$ cat config.mk
export PLATFORM = sky130hd
export DESIGN_NAME = vga_sync_rx
export DESIGN_NICKNAME = d
export VERILOG_FILES = /design/src/rtl/vga_pkg.sv /design/src/rtl/sync_edge_det.sv /design/src/rtl/vga_sync_rx.sv
export SDC_FILE = /design/constraint.sdc
export NUM_CORES = 1
export LEC_CHECK = 0
export BUFFER_PORTS_ARGS = -buffer_cell sky130_fd_sc_hd__buf_4
export CORE_MARGIN = 8
export CORE_UTILIZATION = 45
export CTS_CLUSTER_DIAMETER = 30
export DETAILED_ROUTE_END_ITERATION = 12
export SYNTH_ARGS = -nofsm -noshare
export SYNTH_HDL_FRONTEND = slang
export SYNTH_SLANG_ARGS = --single-unit
$ cat constraint.sdc
create_clock -name clk -period 8.9 [get_ports clk]
set_input_delay 1.78 -clock clk [delete_from_list [all_inputs] [get_ports clk]]
set_output_delay 1.78 -clock clk [all_outputs]
set_load 0.03 [all_outputs]
$ cat src/rtl/vga_pkg.sv
// vga_pkg: shared 640x480@60 timing constants and receiver lock state
package vga_pkg;
  localparam int DIV = 4;
  localparam int H_TOTAL = 800;
  localparam int H_SYNC = 96;
  localparam int H_OFFSET = 144;
  localparam int H_ACTIVE = 640;
  localparam int V_TOTAL = 525;
  localparam int V_SYNC = 2;
  localparam int V_OFFSET = 35;
  localparam int V_ACTIVE = 480;
  typedef enum logic [1:0] {SEARCH, CHECK, LOCKED} rx_state_t;
endpackage

$ cat src/rtl/sync_edge_det.sv
// sync_edge_det: 2-flop synchroniser plus edge register with rise/fall pulses
module sync_edge_det (
  input  logic clk,
  input  logic rst,
  input  logic d,
  output logic rise,
  output logic fall
);
  logic [2:0] sr;
  // reset to the idle-high level of an active-low sync so release is quiet
  always_ff @(posedge clk or negedge rst) begin
    if (!rst) sr <= 3'b111;
    else sr <= {sr[1:0], d};
  end
  assign rise = sr[1] & ~sr[2];
  assign fall = ~sr[1] & sr[2];
endmodule

$ cat src/rtl/vga_sync_rx.sv
// vga_sync_rx: recovers pixel tick/coordinates from VGA syncs, checks timing and
// emits a pixel-valid stream once locked.
module vga_sync_rx #(
  parameter int DIV = vga_pkg::DIV,
  parameter int H_TOTAL = vga_pkg::H_TOTAL,
  parameter int H_SYNC = vga_pkg::H_SYNC,
  parameter int H_OFFSET = vga_pkg::H_OFFSET,
  parameter int H_ACTIVE = vga_pkg::H_ACTIVE,
  parameter int V_TOTAL = vga_pkg::V_TOTAL,
  parameter int V_SYNC = vga_pkg::V_SYNC,
  parameter int V_OFFSET = vga_pkg::V_OFFSET,
  parameter int V_ACTIVE = vga_pkg::V_ACTIVE
) (
  input  logic        clk,
  input  logic        rst,
  input  logic        hSync,
  input  logic        vSync,
  input  logic [11:0] rgb_in,
  output logic [9:0]  p_x,
  output logic [9:0]  p_y,
  output logic [11:0] rgb_out,
  output logic        pix_valid,
  output logic        frame_start,
  output logic        locked,
  output logic        h_err,
  output logic        v_err,
  output logic [7:0]  err_cnt
);
  import vga_pkg::*;
  localparam int TW = DIV > 1 ? $clog2(DIV) : 1;
  rx_state_t state, state_n;
  logic h_rise, h_fall, v_rise, v_fall, tick, h_bad, v_bad, err_seen, act;
  logic [TW-1:0] tick_cnt;
  logic [10:0] h_cnt, h_nxt;
  logic [9:0] v_cnt, v_nxt;
  logic [2:0][11:0] rgb_d;
  logic [8:0] err_sum;
  sync_edge_det u_hs (.clk(clk), .rst(rst), .d(hSync), .rise(h_rise), .fall(h_fall));
  sync_edge_det u_vs (.clk(clk), .rst(rst), .d(vSync), .rise(v_rise), .fall(v_fall));
  // the last pixel's tick coincides with the next sync edge, so checks use the count including it
  assign tick = tick_cnt == TW'(DIV - 1);
  assign h_nxt = (tick && h_cnt != 11'h7ff) ? h_cnt + 11'd1 : h_cnt;
  assign v_nxt = (h_fall && v_cnt != 10'h3ff) ? v_cnt + 10'd1 : v_cnt;
  assign h_bad = (h_fall && h_nxt != 11'(H_TOTAL)) || (h_rise && h_nxt != 11'(H_SYNC)) ||
                 (!h_fall && tick && h_cnt == 11'(2 * H_TOTAL - 1));
  assign v_bad = (v_fall && v_nxt != 10'(V_TOTAL)) || (v_rise && v_nxt != 10'(V_SYNC));
  assign act = tick && h_cnt >= 11'(H_OFFSET) && h_cnt < 11'(H_OFFSET + H_ACTIVE) &&
               v_cnt >= 10'(V_OFFSET) && v_cnt < 10'(V_OFFSET + V_ACTIVE);
  assign err_sum = {1'b0, err_cnt} + 9'(h_bad) + 9'(v_bad);
  assign locked = state == LOCKED;
  always_comb begin
    state_n = state;
    state_n = state == SEARCH ? (v_fall ? CHECK : SEARCH)
            : state == CHECK  ? ((v_fall && !err_seen && !h_bad && !v_bad) ? LOCKED : CHECK)
            : ((h_bad || v_bad) ? SEARCH : LOCKED);
  end
  always_ff @(posedge clk or negedge rst) begin
    if (!rst) begin
      state <= SEARCH;
      err_seen <= 1'b0;
      tick_cnt <= '0;
      h_cnt <= '0;
      v_cnt <= '0;
      rgb_d <= '0;
      h_err <= 1'b0;
      v_err <= 1'b0;
      frame_start <= 1'b0;
      err_cnt <= '0;
      pix_valid <= 1'b0;
      p_x <= '0;
      p_y <= '0;
      rgb_out <= '0;
    end else begin
      state <= state_n;
      err_seen <= v_fall ? 1'b0 : err_seen | h_bad | v_bad;
      tick_cnt <= (h_fall || tick) ? '0 : tick_cnt + TW'(1);
      h_cnt <= h_fall ? '0 : h_nxt;
      v_cnt <= v_fall ? '0 : v_nxt;
      rgb_d <= {rgb_d[1:0], rgb_in};
      h_err <= h_bad;
      v_err <= v_bad;
      frame_start <= v_fall;
      err_cnt <= err_sum[8] ? 8'hff : err_sum[7:0];
      pix_valid <= act && locked;
      if (act && locked) begin
        p_x <= 10'(h_cnt - 11'(H_OFFSET));
        p_y <= v_cnt - 10'(V_OFFSET);
        rgb_out <= rgb_d[2];
      end
    end
  end
endmodule
After elaboration in Yosys (flattened, before gate mapping)
Cells that the tools add are included.
{"block": "classes", "add_sub_neg": 7, "n_lt_le_gt_ge": 4, "n_eq_ne": 10, "mux": 12, "bitwise_logic": 10, "reduce_logical": 26}
{"operator": "$mux W11", "n": 2}
{"operator": "$mux W10", "n": 2}
{"operator": "$ne A10 B10 Y1 const B", "n": 2}
{"operator": "$logic_and A1 B1 Y1", "n": 16}
{"operator": "$add A11 B1 Y11 const B", "n": 1}
{"operator": "$eq A11 B11 Y1 const B", "n": 1}
{"operator": "$ge A11 B8 Y1 const B", "n": 1}
{"operator": "$lt A11 B10 Y1 const B", "n": 1}
{"operator": "$ne A11 B10 Y1 const B", "n": 1}
{"operator": "$ne A11 B11 Y1 const B", "n": 1}
{"operator": "$ne A11 B7 Y1 const B", "n": 1}
{"operator": "$add A10 B1 Y10 const B", "n": 1}
{"operator": "$ge A10 B6 Y1 const B", "n": 1}
{"operator": "$lt A10 B10 Y1 const B", "n": 1}
{"operator": "$mux W2", "n": 5}
{"operator": "$ne A10 B2 Y1 const B", "n": 1}
{"operator": "$sub A10 B6 Y10 const B", "n": 1}
{"operator": "$sub A10 B8 Y10 const B", "n": 1}
{"operator": "$add A8 B1 Y9", "n": 1}
{"operator": "$add A9 B1 Y9", "n": 1}
{"operator": "$mux W8", "n": 1}
{"operator": "$logic_or A1 B1 Y1", "n": 5}
{"operator": "$and A1 B1 Y1", "n": 4}
{"operator": "$eq A2 B2 Y1 const B", "n": 2}
{"operator": "other kinds (7)", "n": 15}
{"block": "totals", "reg_bits": 112, "input_bits": 16, "output_inout_bits": 45}

Longest topological paths before layout
{"block": "logic_depth", "ltp_word": 13, "depth_mapped": 14, "ltp_nobuf": 12}

Hierarchy
A second synthesis with hierarchy kept.
{"block": "unflattened", "cells_unflattened": 410, "area_unflattened_um2": 4830.9}
{"module": "vga_sync_rx", "instances": 1, "cells_per_inst": 400, "area_each_um2": 4643.2, "seq_area_each_um2": 2652.5}
{"module": "sync_edge_det", "instances": 2, "cells_per_inst": 5, "area_each_um2": 93.8, "seq_area_each_um2": 78.8}

Worst setup path before layout
No wires, ideal clock.
{"block": "synth_timing", "kind": "register to register", "from": "register h_cnt[0]", "to": "register err_cnt[3]", "setup_time_ns": 0.133, "arrival_ns": 3.287, "setup_slack_ns": 5.480, "path_stages_with_launch": 15, "path_cell_list": "dfrtp_1 > ha_1 > and3_1 > buf_2 > o31a_1 > o211a_1 > a2111oi_4 > nand4_1 > a211o_1 > fa_1 > ha_1 > and3_1 > clkbuf_1 > nand3_1 > o21ai_0"}
{"block": "synth_between", "elab_chain_len": 10, "word_cells_on_any_way": 15}
{"item": "from (decl)", "line": "vga_sync_rx.sv:34", "rtl": "logic [10:0] h_cnt, h_nxt;"}
{"item": "from (signal assigned)", "line": "vga_sync_rx.sv:77", "rtl": "h_cnt <= h_fall ? '0 : h_nxt;"}
{"item": "branches (longest 6 deep; another with $add A11 B1 Y11)"}
{"item": "$logic_or A1 B1 Y1 (*)", "line": "vga_sync_rx.sv:44", "rtl": "assign h_bad = (h_fall && h_nxt != 11'(H_TOTAL)) || (h_rise && h_nxt != 11'(H_SYNC)) ||"}
{"item": "net h_bad", "line": "vga_sync_rx.sv:32", "rtl": "logic h_rise, h_fall, v_rise, v_fall, tick, h_bad, v_bad, err_seen, act;"}
{"item": "$add A8 B1 Y9 (*)", "line": "vga_sync_rx.sv:49", "rtl": "assign err_sum = {1'b0, err_cnt} + 9'(h_bad) + 9'(v_bad);"}
{"item": "$add A9 B1 Y9 (*)", "line": "vga_sync_rx.sv:49"}
{"item": "$mux W8 (*)", "line": "vga_sync_rx.sv:83", "rtl": "err_cnt <= err_sum[8] ? 8'hff : err_sum[7:0];"}
{"item": "to (signal assigned)", "line": "vga_sync_rx.sv:83"}
{"item": "to (decl)", "line": "vga_sync_rx.sv:27", "rtl": "output logic [7:0] err_cnt"}
Mark *: on every way through the listed nets, which the timed path passes.
A chain may end at the register's enable or synchronous reset.

Worst setup path after layout
{"block": "layout_timing", "from": "register v_cnt[3]", "to": "register err_cnt[3]"}
{"block": "layout_between", "elab_chain_len": 8, "word_cells_on_any_way": 11}
{"item": "from (decl)", "line": "vga_sync_rx.sv:35", "rtl": "logic [9:0] v_cnt, v_nxt;"}
{"item": "from (signal assigned)", "line": "vga_sync_rx.sv:78", "rtl": "v_cnt <= v_fall ? '0 : v_nxt;"}
{"item": "branches (longest 2 deep; another with $add A10 B1 Y10)"}
{"item": "$mux W10 (*)", "line": "vga_sync_rx.sv:43", "rtl": "assign v_nxt = (h_fall && v_cnt != 10'h3ff) ? v_cnt + 10'd1 : v_cnt;"}
{"item": "$ne A10 B10 Y1 or $ne A10 B2 Y1 (tied branches)", "line": "vga_sync_rx.sv:46", "rtl": "assign v_bad = (v_fall && v_nxt != 10'(V_TOTAL)) || (v_rise && v_nxt != 10'(V_SYNC));"}
{"item": "$logic_and A1 B1 Y1", "line": "vga_sync_rx.sv:46"}
{"item": "$logic_or A1 B1 Y1 (*)", "line": "vga_sync_rx.sv:46"}
{"item": "net v_bad", "line": "vga_sync_rx.sv:32"}
{"item": "$add A9 B1 Y9 (*)", "line": "vga_sync_rx.sv:49"}
{"item": "$mux W8 (*)", "line": "vga_sync_rx.sv:83"}
Marked as above.

==> metrics.csv <==
metric,value,unit
reg-to-reg endpoint,err_cnt[3],
Core ar.,0.0103,mm^2
GPL Wtd Cong,0.858,
Starting Density,46.5,%
post-synthesis sequential area ratio,58.6,%
CP peak stage delay,0.64,ns
Post-synth ARST share,100,%
Yosys top cell by area,dfrtp_1,
number of remaining DRC errors,0,
Synth top area share,55.3,%
clock sink count,112,
total gr overflow,0,
Vias/cell,5.43,
Post-synth EDFFs,0,
"commonest cells after routing, fill and taps aside","106 x dfrtp_1, 63 x buf_4, 33 x nand2_1",
Clock power frac,27.8,%
Final Hold Fails,0,
number of DRC markers in iteration 0,217,
Crit Path Category,flip-flop to flip-flop,
Net Sw Power,0.339,mW
critical path capture point type,flip-flop,
max frequency,0.262,GHz
Worst path slowest cell,a311oi_1,
status,"finished, final reports clean",
Synth warnings,0,
CP required,9.15,ns
Area after DPL,0.00532,mm^2
post-route cell area,0.00553,mm^2
largest net degree at the start of global routing,68,
Skew-Pair Late Insertion Delay,0.38,ns
P&R area growth vs syn,15.2,%
Total GRT Usage,14.0,%
Max-Slew Margin vs Limit,46.2,%
Hold EP,rgb_d[32],
ys flop type,dfrtp_1,
chip width,119,um
via count,3343,
first-pass GRT wire length,16200,um
CTS root buf,clkbuf_8,
maximum clock path buffer count,2,
Peak supply drop,0.144,mV
post-CTS setup buffers,0,
reg2reg start,v_cnt[3],
"antenna viol nets, final",0,
crit-path max FO,9,
synthesized flop and latch total,112,
# port buffers,60,
non-filler cells in the finished layout,616,
mapped cell area,0.00480,mm^2
Die Height,119,um
Area contributors post-synth,"dfrtp_1 55%, mux2_2 4.0%, dfstp_2 3.3%, o21ai_0 3.1%, nand2_1 2.6%",
Power Dens Cells,195,mW/mm^2
Worst Setup Start Kind,flip-flop,
"commonest non-fill, non-tap cell in the layout",dfrtp_1,
Site Rows,37,
Gate Count Post-Synth,426,
clk slew on worst S/H paths,0.11,ns
CP cell instances,"nand3_1, a311oi_1, mux2i_1, o211ai_1, nor4_1, o22ai_1, fa_1, ha_1, and3_1, nand3_1, o21ai_0",
total design power,1.08,mW
min-delay src,rgb_d[20],
fillers,915,
Cell variety after synth,56,
final period utilization,43.0,%
Post-CTS Resized,0,
vias in the first global route,3222,
worst clock skew,0.0112,ns
CTS Hold Buffers Added,0,
Final HPWL DP,6720,um
Sw Share,31.4,%
RSZ-0062 raised after global routing,no,
Max-Cap Viols,0,
worst hold path depth,0,
CTS H-tree depth,3,
Slew @ Worst Pin,0.808,ns
"Core Util, Final",53.5,%
Antenna diodes,0,
Mapped Nets,451,
average size of a mapped cell,11.3,um^2
CTS Buf Count,9,
Tmin final,3.82,ns
Leak Pwr,2.55,nW
layout cells sized above 1,23.1,%
WP data arrival,4.08,ns
# IOs,61,
Hold WC Path Type,flip-flop to flip-flop,
Sequential Power Share,54.4,%
internal power,0.739,mW
Slew Limit Fails,0,
placed cells,600,
NumNets Final,500,
R2R Setup Slk,5.08,ns
final setup fails,0,
TritonCTS clock tree,done,
cell mode on critical path,nand3_1,
Setup TNS,0,ns
average wire per standard cell,15.5,um
final WL,9560,um
TritonRoute pass-1 iters,4,
Combinational Power Share,17.8,%
initial antenna violation count,0,
die area,0.0142,mm^2
reg2reg path depth,11,
-- flip-flops by register name (all words and copies together), names as in the netlist --
signal	flops
tick_cnt	2
rgb_d	36
p_y	10
frame_start	1
p_x	10
rgb_out	12
u_hs.sr	3
pix_valid	1
h_err	1
v_cnt	10
u_vs.sr	3
v_err	1
err_seen	1
state	2
err_cnt	8
h_cnt	11
-- through the flow --
step / hold WS (ns) / setup slack [ns]
2_1_floorplan: 0.331 / 5.48
3_3_place_gp: 0.331 / 5.23
3_5_place_dp: 0.335 / 5.18
4_1_cts: 0.354 / 5.16
5_1_grt: 0.364 / 4.78
6_report: 0.354 / 5.08
-- worst max path at each step --
stage | to | start | slack, ns | depth (start not counted)
2_1_floorplan | err_cnt[3] | h_cnt[0] | 5.48 | 14
3_3_place_gp | err_cnt[3] | h_cnt[0] | 5.23 | 12
3_5_place_dp | err_cnt[3] | h_cnt[4] | 5.18 | 12
4_1_cts | err_cnt[3] | h_cnt[4] | 5.16 | 12
5_1_grt | err_cnt[5] | v_cnt[4] | 4.78 | 11
6_report | err_cnt[3] | v_cnt[3] | 5.08 | 11
-- power by group through the flow --
stage / combinational, mW / clock (mW) / sequential, mW
3_3_place_gp: 0.194 / 0 / 0.594
5_1_grt: 0.213 / 0.327 / 0.594
4_1_cts: 0.196 / 0.311 / 0.586
3_5_place_dp: 0.195 / 0 / 0.596
6_report: 0.192 / 0.299 / 0.587
2_1_floorplan: 0.0949 / 0 / 0.622
-- layer usage --
layer / GRT usage [%] / part of all wire (%)
met3: 2.98 / 4.0
met5: 0 / 0
met4: 5.53 / 1.5
met2: 23.7 / 52
met1: 16.9 / 43
-- synth_stat cells (4+ instances only) --
cell type / n
a21oi_1: 17
a31oi_1: 6
and2_1: 5
and3_1: 11
and4_1: 4
buf_2: 11
clkbuf_1: 11
dfrtp_1: 106
dfstp_2: 6
ha_1: 8
inv_1: 9
mux2_2: 17
nand2_1: 33
nand2b_1: 9
nand3_1: 16
nand4_1: 11
nor2_1: 30
nor2b_1: 7
nor3_1: 11
o21ai_0: 30
xnor2_1: 12
xor2_1: 6
-- final cells by class --
| type | count | area, um^2 | share of cell area [%] |
|---|---|---|---|
| Sequential cell | 112 | 2810 | 50.9 |
| Multi-Input combinational cell | 279 | 1830 | 33.2 |
| Timing Repair Buffer | 63 | 473 | 8.56 |
| Tap cell | 136 | 170 | 3.08 |
| Clock buffer | 9 | 124 | 2.24 |
| Clock inverter | 7 | 77.6 | 1.40 |
| Inverter | 10 | 37.5 | 0.679 |
-- kinds of logic after synthesis --
family,after synthesis,synth area share [%]
and+or+nand+nor,153,16.8
DFF,112,58.6
AOI/OAI and AO/OA,79,11.0
buffers and inverters,35,3.18
muxes,20,4.62
xor gates and xnor gates,18,3.29
adders and majority gates,9,2.50
-- worst max-delay path: cells and delay by family (launching register included) --
kind            cells  cell delay, ns
compound gates      4            1.12
mux                 1            0.25
simple gates        4            1.12
flops               1            0.54
fa+ha+maj           2            0.67
Note: power is estimated with default switching activity, not from simulation.
